<file path="config.mk">
export PLATFORM = sky130hd
export DESIGN_NAME = sw_led_ctrl_flat
export DESIGN_NICKNAME = d
export VERILOG_FILES = /design/src/rtl/sw_led_pkg.sv /design/src/rtl/sw_led_ctrl_if.sv /design/src/rtl/sw_debounce.sv /design/src/rtl/sw_led_ctrl.sv /design/src/flat_wrapper.sv
export SDC_FILE = /design/constraint.sdc
export NUM_CORES = 1
export LEC_CHECK = 0
export ABC_AREA = 1
export CAP_MARGIN = 10
export CORE_MARGIN = 3
export CORE_UTILIZATION = 45
export CTS_CLUSTER_DIAMETER = 30
export DETAILED_ROUTE_END_ITERATION = 7
export GPL_TIMING_DRIVEN = 0
export PLACE_DENSITY = 0.69
export SLEW_MARGIN = 5
export SYNTH_ARGS = -nofsm -noshare
export SYNTH_HDL_FRONTEND = slang
export SYNTH_SLANG_ARGS = --single-unit
</file>
<file path="constraint.sdc">
create_clock -name CLK -period 1.6 [get_ports CLK]
set_input_delay 0.24 -clock CLK [delete_from_list [all_inputs] [get_ports CLK]]
set_output_delay 0.24 -clock CLK [all_outputs]
set_load 0.05 [all_outputs]
</file>
<file path="src/rtl/sw_led_pkg.sv">
// Shared types and constants for the switch-to-LED controller.
package sw_led_pkg;

    typedef enum logic [1:0] {
        MODE_PASS = 2'd0,
        MODE_INV  = 2'd1,
        MODE_ROT  = 2'd2,
        MODE_CNT  = 2'd3
    } mode_t;

    localparam int unsigned BLINK_TICKS = 8;

    // Number of bits needed to hold values 0..v-1.
    function automatic int unsigned clog2(input int unsigned v);
        int unsigned r;
        r = 0;
        for (int unsigned i = 0; i < 32; i++) begin
            if ((32'd1 << i) < v) begin
                r = i + 1;
            end
        end
        return r;
    endfunction

endpackage

</file>
<file path="src/rtl/sw_led_ctrl_if.sv">
// Board-facing signal bundle of sw_led_ctrl: raw switches/mode in, LEDs and debounced levels out.
interface sw_led_ctrl_if #(
    parameter int unsigned WIDTH = 12
);
    logic [WIDTH-1:0] SW;
    logic [1:0]       MODE;
    logic [WIDTH-1:0] LED;
    logic [WIDTH-1:0] SW_DEB;
    logic             CHG;

    modport master (
        output SW,
        output MODE,
        input  LED,
        input  SW_DEB,
        input  CHG
    );

    modport slave (
        input  SW,
        input  MODE,
        output LED,
        output SW_DEB,
        output CHG
    );
endinterface

</file>
<file path="src/rtl/sw_debounce.sv">
// One switch channel: SYNC_STAGES-flop synchroniser followed by a DEB_CYCLES stability filter.
module sw_debounce
    import sw_led_pkg::*;
#(
    parameter int unsigned SYNC_STAGES = 2,
    parameter int unsigned DEB_CYCLES  = 16
) (
    input  logic clk,
    input  logic rst_n,
    input  logic din,
    output logic dout,
    output logic take
);
    localparam int unsigned CW = clog2(DEB_CYCLES + 1);

    logic [SYNC_STAGES-1:0] sync_q;
    logic [CW-1:0]          cnt;
    logic                   synced;

    assign synced = sync_q[SYNC_STAGES-1];

    // High on the edge where dout will adopt the new level; lets the parent register CHG alongside it.
    assign take = (synced != dout) && (cnt == CW'(DEB_CYCLES - 1));

    always_ff @(posedge clk) begin
        if (!rst_n) begin
            sync_q <= '0;
            cnt    <= '0;
            dout   <= 1'b0;
        end else begin
            sync_q <= {sync_q[SYNC_STAGES-2:0], din};
            if (synced == dout) begin
                cnt <= '0;
            end else if (take) begin
                dout <= synced;
                cnt  <= '0;
            end else begin
                cnt <= cnt + CW'(1);
            end
        end
    end

endmodule

</file>
<file path="src/rtl/sw_led_ctrl.sv">
// Switch-to-LED controller: debounced switches drive LEDs in pass/invert/rotate/count modes.
// Optional macro SW_LED_BLINK_EN gates PASS/INV output with a slow blink phase.
module sw_led_ctrl
    import sw_led_pkg::*;
#(
    parameter int unsigned WIDTH       = 12,
    parameter int unsigned SYNC_STAGES = 2,
    parameter int unsigned DEB_CYCLES  = 16,
    parameter int unsigned TICK_DIV    = 1000
) (
    input  logic         CLK,
    input  logic         RST_N,
    sw_led_ctrl_if.slave bus
);
    localparam int unsigned TW = clog2(TICK_DIV);

    logic [WIDTH-1:0]                deb;
    logic [WIDTH-1:0]                take;
    logic [SYNC_STAGES-1:0][1:0]     mode_sq;
    mode_t                           mode_s;
    mode_t                           mode_q;
    logic                            entry;
    logic [TW-1:0]                   tcnt;
    logic                            tick;
    logic [WIDTH-1:0]                pattern;
    logic [WIDTH-1:0]                count;
    logic [WIDTH-1:0]                led_next;
    logic [WIDTH-1:0]                led_q;
    logic                            chg_q;

    for (genvar i = 0; i < int'(WIDTH); i++) begin : g_deb
        sw_debounce #(
            .SYNC_STAGES (SYNC_STAGES),
            .DEB_CYCLES  (DEB_CYCLES)
        ) u_deb (
            .clk   (CLK),
            .rst_n (RST_N),
            .din   (bus.SW[i]),
            .dout  (deb[i]),
            .take  (take[i])
        );
    end

    assign mode_s = mode_t'(mode_sq[SYNC_STAGES-1]);
    assign entry  = (mode_s != mode_q);
    assign tick   = !entry && (tcnt == TW'(TICK_DIV - 1));

`ifdef SW_LED_BLINK_EN
    localparam int unsigned BW = clog2(BLINK_TICKS);

    logic [BW-1:0] bcnt;
    logic          phase;

    // Runs independently of mode changes so the blink rhythm is continuous.
    always_ff @(posedge CLK) begin
        if (!RST_N) begin
            bcnt  <= '0;
            phase <= 1'b0;
        end else if (tick) begin
            if (bcnt == BW'(BLINK_TICKS - 1)) begin
                bcnt  <= '0;
                phase <= ~phase;
            end else begin
                bcnt <= bcnt + BW'(1);
            end
        end
    end
`endif

    always_comb begin
        led_next = deb;
        case (mode_s)
            MODE_PASS: led_next = deb;
            MODE_INV:  led_next = ~deb;
            MODE_ROT:  led_next = pattern;
            MODE_CNT:  led_next = count;
            default:   led_next = deb;
        endcase
`ifdef SW_LED_BLINK_EN
        if ((mode_s == MODE_PASS || mode_s == MODE_INV) && !phase) begin
            led_next = '0;
        end
`endif
    end

    always_ff @(posedge CLK) begin
        if (!RST_N) begin
            mode_sq <= '0;
            mode_q  <= MODE_PASS;
            tcnt    <= '0;
            pattern <= '0;
            count   <= '0;
            led_q   <= '0;
            chg_q   <= 1'b0;
        end else begin
            mode_sq <= {mode_sq[SYNC_STAGES-2:0], bus.MODE};
            mode_q  <= mode_s;
            chg_q   <= |take;
            led_q   <= led_next;

            if (entry || tcnt == TW'(TICK_DIV - 1)) begin
                tcnt <= '0;
            end else begin
                tcnt <= tcnt + TW'(1);
            end

            // chg_q marks the cycle in which deb already holds the new level, so loads use deb.
            case (mode_s)
                MODE_ROT: begin
                    if (entry || chg_q) begin
                        pattern <= deb;
                    end else if (tick) begin
                        pattern <= {pattern[WIDTH-2:0], pattern[WIDTH-1]};
                    end
                end
                MODE_CNT: begin
                    if (entry) begin
                        count <= '0;
                    end else if (chg_q) begin
                        count <= deb;
                    end else if (tick) begin
                        count <= count + WIDTH'(1);
                    end
                end
                default: ;
            endcase
        end
    end

    assign bus.SW_DEB = deb;
    assign bus.LED    = led_q;
    assign bus.CHG    = chg_q;

endmodule

</file>
<file path="src/flat_wrapper.sv">
// flat-port wrapper written by rule: the top's interface ports become plain ports
module sw_led_ctrl_flat import sw_led_pkg::*;
#(
    parameter int unsigned WIDTH       = 12,
    parameter int unsigned SYNC_STAGES = 2,
    parameter int unsigned DEB_CYCLES  = 16,
    parameter int unsigned TICK_DIV    = 1000
)
  (CLK, RST_N, bus_SW, bus_MODE, bus_LED, bus_SW_DEB, bus_CHG);
  sw_led_ctrl_if #(.WIDTH(WIDTH)) bus_i ();
  input  logic CLK;
  input  logic RST_N;
  input wire logic [$bits(bus_i.SW)-1:0] bus_SW;
  input wire logic [$bits(bus_i.MODE)-1:0] bus_MODE;
  output wire logic [$bits(bus_i.LED)-1:0] bus_LED;
  output wire logic [$bits(bus_i.SW_DEB)-1:0] bus_SW_DEB;
  output wire logic [$bits(bus_i.CHG)-1:0] bus_CHG;
  assign bus_i.SW = bus_SW;
  assign bus_i.MODE = bus_MODE;
  assign bus_LED = bus_i.LED;
  assign bus_SW_DEB = bus_i.SW_DEB;
  assign bus_CHG = bus_i.CHG;
  sw_led_ctrl #(.WIDTH(WIDTH), .SYNC_STAGES(SYNC_STAGES), .DEB_CYCLES(DEB_CYCLES), .TICK_DIV(TICK_DIV)) u_core (.CLK(CLK), .RST_N(RST_N), .bus(bus_i));
endmodule
</file>
==> qor.txt, run 1 <==
WP data required - 1360 ps
DP Wirelength - 9360 um
number of global-route vias before repair - 4754
area used by multi-input combinational logic - 0.00284 mm2
Max-cap violations - 0
wire per inst - 12.4 um
Post-synth EDFFs - 0
core area - 0.0135 mm2
global route total overflow - 0
Fill cells - 1234
synth top area cells - dfxtp_1, nand2_1, nor2_1
starting density of the core - 46.9%
CP cell instances - buf_4 -> clkdlybuf4s15_2
crit path launch - u_core.g_deb[11].u_deb.dout
Final Max Tran Viols - 0
Rows - 42
gp weighted congestion - 0.929
IR drop worst, VDD - 0.000744 V
Netlist cell types - 34
CP max stage delay - 400 ps
post-synthesis sequential area ratio - 47.1%
via count - 5276
FF-to-FF End - u_core.bus.CHG
Final Net Count - 939
TritonCTS clock tree - built
type of the most critical hold path - input port to flop
CTS buffer count - 17
I/O Buffers - 39
Synth Warn # - 0
Power Dens Cells - 1030 mW/mm2
clock-pin slew on the worst setup and hold paths - 60 ps
Final Total Pwr - 8.00 mW
Critical Path Source Type - flop
Die Area - 0.0155 mm2
most common cell after layout, fill and taps aside - nand2_1
Critical Path End - bus_SW_DEB[11]
Arr. time, crit path - 1320 ps
pin count of the biggest net entering global routing - 17
critical path type - flop to output pin
syn nets - 864
Util after Layout - 57.7%
Syn Area/Cell - 7.70 um2
Primary FF master, synth - dfxtp_1
Mapped Cells - 822
worst r2r path cells - 10
initial antenna violation count - 0
die height - 125 um
CP max stage cell - dfxtp_1
Worst Setup End Kind - output pin
relative slew slack - 59.8%
Detail Route Antenna Nets - 0
Worst-Margin Slew - 603 ps
Layout area overhead - 23.0%
largest area contributor in the netlist - dfxtp_1
Final setup viols - 0
Clock Root Buffer - clkbuf_16
post-synth top area share - 47.1%
All-Layer GR Usage - 17.6%
final WL - 13400 um
setup slack, reg-to-reg - 40 ps
register area - 0.00300 mm2
Longest Clk Path Bufs - 2
Sink Count - 149
Die Wd - 125 um
post-synthesis cell area - 0.00633 mm2
Tcrit/Tclk final - 97.7%
Hold Violations, Final - 0
Avg Vias per Cell - 4.86
Setup Skew - 6.70 ps
first-pass GRT wire length - 22300 um
Post-synth ARST share - 0%
Remaining DRCs - 0
r2r startpoint - u_core.g_deb[3].u_deb.cnt[0]
CP Max Fanout - 4
share of layout cells above drive strength 1 - 16.6%
initial drt markers - 424
Clock Latency Late Sink - 430 ps
minimum clock period - 1560 ps
worst setup margin - 37.1 ps
pre-CTS setup slack - -181 ps
Yosys reg bits - 149
H-tree depth - 4
most frequent cells in the layout - nand2_1, dfxtp_1, nor2_1, inv_1, nand3_1
I/O Pins - 41
outcome - complete, no violations
P_leak - 3.27 nW
Peak Freq - 0.640 GHz
First-pass DRT Iterations - 5
ant diodes - 0
## stage by stage
stage	area [um2]	setup TNS [ps]	std cells	hold WS (ps)
6_report	7790	0	1086	328
5_1_grt	7790	-90.7	1086	330
4_1_cts	7520	0	1071	323
3_5_place_dp	6940	-3670	1037	398
3_3_place_gp	6940	-2940	1037	396
2_1_floorplan	6330	0	822	338
## Yosys cell counts (10+ instances only)
cell type	instances
clkbuf_1	10
ha_1	26
o21ai_0	38
nand2_1	149
dfxtp_1	149
nand3_1	39
buf_4	13
a21oi_1	32
nor2_1	137
a211oi_1	11
inv_1	117
o21a_1	12
nor3b_1	12
## power by group
part           switching (mW)  internal [mW]
clock                    1.60           2.19
combinational           0.245          0.147
sequential             0.0375           3.78
total                    1.88           6.11
## worst max-delay path: cells and delay by family, from the launching register on
kind                   cells  cell delay, ps
DFF                        1             400
buffers and inverters      2             500
## registers in the layout, summed over array words and instances, names as in the netlist
| name | count |
|---|---|
| u_core.g_deb.u_deb.sync_q | 24 |
| u_core.bus.CHG | 1 |
| u_core.count | 12 |
| u_core.g_deb.u_deb.cnt | 60 |
| u_core.mode_sq | 2 |
| u_core.mode_q | 2 |
| u_core.pattern | 12 |
| u_core.g_deb.u_deb.dout | 12 |
| u_core.bus.LED | 12 |
| u_core.mode_s | 2 |
| u_core.tcnt | 10 |
## kinds of logic after synthesis
group | synth area share [%]
XOR/XNOR | 2.21
AO/OA/AOI/OAI | 10.7
adder cells (fa/ha/maj) | 5.14
flip-flops | 47.1
buffers and inverters | 10.3
AND/OR/NAND/NOR | 24.5
## layer usage
metal / up-vias / part of all wire [%] / global-route usage, %
li1: 2760 / - / -
met3: 26 / 5.6 / 4.46
met1: 2343 / 48 / 23.4
met4: 0 / 2.4 / 7.93
met2: 147 / 44 / 26.8
met5: - / 0 / 0
## worst min path at each step
stage                                     startpoint                          endpoint  slack, ps  cells past startpoint
floorplan                                  bus_SW[0]   u_core.g_deb[0].u_deb.sync_q[0]        340                      2
global route                               bus_SW[8]   u_core.g_deb[8].u_deb.sync_q[0]        330                      3
detailed placement   u_core.g_deb[1].u_deb.sync_q[0]   u_core.g_deb[1].u_deb.sync_q[1]        400                      2
finish                                         RST_N                    u_core.tcnt[1]        330                      3
CTS                                       bus_SW[11]  u_core.g_deb[11].u_deb.sync_q[0]        320                      3
global placement    u_core.g_deb[11].u_deb.sync_q[0]  u_core.g_deb[11].u_deb.sync_q[1]        400                      2
## cell type report
class	count	area share (%)
tap	176	2.83
clock buffer	18	5.64
timing repair buffer	56	6.14
buffer	33	2.88
multi-input combinational	519	36.4
sequential	149	38.5
clock inverter	14	1.64
inverter	121	5.90
## timing repair
action                                  in CTS  in global routing
endpoints found under the setup margin      48                 52
buffers inserted                             2                 13
hold buffers                                 0                  0
pin swaps                                    6                 13
gates resized for setup                     80                 69
gates cloned                                 0                  2
Note: power is estimated with default switching activity, not from simulation.
==> run 2: changes to the inputs <==
==> constraint.sdc (replaced) <==
create_clock -name CLK -period 1.5 [get_ports CLK]
set_input_delay 0.225 -clock CLK [delete_from_list [all_inputs] [get_ports CLK]]
set_output_delay 0.225 -clock CLK [all_outputs]
set_load 0.05 [all_outputs]
==> run 2 against run 1 <==
  * The flow now finishes with violations (setup timing)
  * Sequential cell count stayed put
  * Non-clock buffer count is 13 higher
  * Core utilization rose by 3.4 points
  * Clock skew is essentially flat
  * Global-route usage rose by 0.46 points
  * Die area is the same
  * Critical path depth is 7 higher
  * Register-to-register slack got worse by 60 ps
  * Critical path type is now flop to flop
==> qor.txt, run 2 (same netlist as run 1, synthesis figures left out) <==
share of layout cells above drive strength 1 - 24.8% (was 16.6%)
Avg Vias per Cell - 4.89 (was 4.86)
starting density of the core - 46.9% (unchanged)
CP Max Fanout - 5 (was 4)
final WL - 14200 um (was 13400 um)
CP max stage delay - 350 ps (was 400 ps)
IR drop worst, VDD - 0.000777 V (was 0.000744 V)
ant diodes - 0 (unchanged)
Top cell by count, worst path - nand2_4
internal power - 7.50 mW (was 6.11 mW)
die height - 125 um (unchanged)
Arr. time, crit path - 1880 ps (was 1320 ps)
wire per inst - 12.9 um (was 12.4 um)
Layout area overhead - 30.4% (was 23.0%)
initial drt markers - 356 (was 424)
largest reg by FF count - u_core.g_deb.u_deb.cnt (unchanged)
H-tree depth - 4 (unchanged)
Largest regs - u_core.g_deb.u_deb.cnt x60, u_core.g_deb.u_deb.sync_q x24 (unchanged)
clock share of power - 52.0% (was 47.4%)
core area - 0.0135 mm2 (unchanged)
I/O Buffers - 39 (unchanged)
Crit path max-delay family - simple AND/OR/NAND/NOR gates (was buffers and inverters)
Buf/Inv on CP - 1 (was 2)
Sink Count - 149 (unchanged)
hold buffers post-CTS - 0 (unchanged)
Clock Latency Late Sink - 430 ps (about the same)
Final Net Count - 952 (was 939)
most frequent cells in the layout - nand2_1, dfxtp_1, nor2_1, inv_1, buf_4 (was nand2_1, dfxtp_1, nor2_1, inv_1, nand3_1)
NetSw - 1.96 mW (was 1.88 mW)
Max-cap violations - 0 (unchanged)
Final setup viols - 3 (was 0)
gp weighted congestion - 0.907 (was 0.929)
via count - 5370 (was 5276)
most common cell after layout, fill and taps aside - nand2_1 (unchanged)
Remaining DRCs - 0 (unchanged)
Die Wd - 125 um (unchanged)
worst hold slack - 321 ps (was 328 ps)
first-pass GRT wire length - 22700 um (was 22300 um)
Clock Root Buffer - clkbuf_16 (unchanged)
initial antenna violation count - 0 (unchanged)
Post-Route Setup TNS - -40.2 ps (was 0 ps)
I/O Pins - 41 (unchanged)
global route total overflow - 0 (unchanged)
critical path type - flop to flop (was flop to output pin)
Hold Violations, Final - 0 (unchanged)
Worst Setup End Kind - flop (was output pin)
Detail Route Antenna Nets - 0 (unchanged)
CP max stage cell - dfxtp_2 (was dfxtp_1)
All-Layer GR Usage - 18.0% (was 17.6%)
Peak Freq - 0.659 GHz
Net Sw Frac - 20.7% (was 23.6%)
Rows - 42 (unchanged)
outcome - finished, violations left (was complete, no violations)
CP cell instances - ha_4 -> nand2_2 -> inv_2 -> nand4_1 -> nand2_4 -> nand2_4 -> nor2_4 -> nand2_1 -> a21oi_1 (was buf_4 -> clkdlybuf4s15_2)
Longest Clk Path Bufs - 2 (unchanged)
WP data required - 1860 ps (was 1360 ps)
CTS buffer count - 17 (unchanged)
TritonCTS clock tree - built (unchanged)
number of global-route vias before repair - 4866 (was 4754)
failing checks - setup timing
relative slew slack - 60.1% (was 59.8%)
type of the most critical hold path - input port to flop (unchanged)
combinational power share - 5.0% (was 4.9%)
Tcrit/Tclk final - 101%
Final Max Tran Viols - 0 (unchanged)
clock-pin slew on the worst setup and hold paths - 60 ps (about the same)
DP Wirelength - 9350 um (was 9360 um)
Critical Path Source Type - flop (unchanged)
Power Dens Cells - 1150 mW/mm2 (was 1030 mW/mm2)
sequential share of power - 43.1% (was 47.7%)
RSZ-0062 raised after global routing - true
P_leak - 3.36 nW (was 3.27 nW)
Fill cells - 1191 (was 1234)
Setup Skew - 7.02 ps (was 6.70 ps)
First-pass DRT Iterations - 4 (was 5)
minimum clock period - 1520 ps
Die Area - 0.0155 mm2 (unchanged)
worst setup margin - -18.4 ps (was 37.1 ps)
number of flip-flops in the largest register - 60 (unchanged)
pin count of the biggest net entering global routing - 17 (unchanged)
Worst-Margin Slew - 598 ps (was 603 ps)
==> run 2: cell count changes in the layout (fill, tap and decap cells not counted), sizes merged <==
cell           delta
clkinv            -2
clkbuf            +5
clkdlybuf4s15     +9
clkinvlp          -2
inv               -3
dlygate4sd2      -13
bufinv            +6
buf              +13
==> run 2: power by group through the flow <==
stage / Clock, mW / Combinational (mW) / Sequential [mW]
2_1_floorplan: 0 / 0.207 / 4.19
3_3_place_gp: 0 / 0.369 / 4.15
3_5_place_dp: 0 / 0.371 / 4.15
4_1_cts: 5.01 / 0.399 / 4.07
5_1_grt: 5.16 / 0.518 / 4.08
6_report: 4.92 / 0.471 / 4.07
==> run 2: area by class of cell <==
cell class | count | area [um2] | area share (%)
buffer | 33 | 226 | 2.74
clock buffer | 19 | 433 | 5.25
clock inverter | 13 | 253 | 3.06
inverter | 121 | 459 | 5.56
multi-input combinational | 519 | 3080 | 37.3
sequential | 149 | 3020 | 36.5
tap | 176 | 220 | 2.67
timing repair buffer | 69 | 569 | 6.90
==> run 2: repair_timing <==
action / 4_1_cts / 5_1_grt
endpoints found under the setup margin: 58 / 79
pin swaps: 15 / 27
gates cloned: 2 / 0
setup buffers: 10 / 18
resized for setup: 125 / 141
==> run 2: worst paths after layout <==
kind	slack (ps)	end	cells after the start	from
hold reg to reg	410	u_core.mode_s[0]	2	u_core.mode_sq[0]
setup reg to reg	-20	u_core.count[4]	9	u_core.tcnt[1]
setup / recovery	-20	u_core.count[4]	9	u_core.tcnt[1]
hold / removal	320	u_core.g_deb[11].u_deb.cnt[0]	3	RST_N
==> run 2: tightest hold or removal path, stage by stage <==
cell,delay (ps)
clkbuf_1,230
nand3_2,200
nor2_1,50
==> run 2: per-stage QoR <==
step / instance area [um2] / utilization (%) / power [mW] / setup slack, ps / std cells
2_1_floorplan: 6330 / - / 4.39 / 9.92 / 822
3_3_place_gp: 6940 / 51.4 / 4.52 / -196 / 1037
3_5_place_dp: 6940 / 51.4 / 4.53 / -238 / 1037
4_1_cts: 7770 / 57.6 / 9.48 / -24.2 / 1081
5_1_grt: 8250 / 61.1 / 9.76 / -152 / 1099
6_report: 8250 / 61.1 / 9.46 / -18.4 / 1099
==> run 2: routing by layer <==
metal	part of all wire, %	routed length [um]	up-vias	GRT usage [%]
met3	5.3	755	33	4.89
met2	46	6490	140	28.3
met5	0	0	-	0
li1	-	-	2781	-
met1	46	6560	2416	22.8
met4	2.8	401	0	9.03
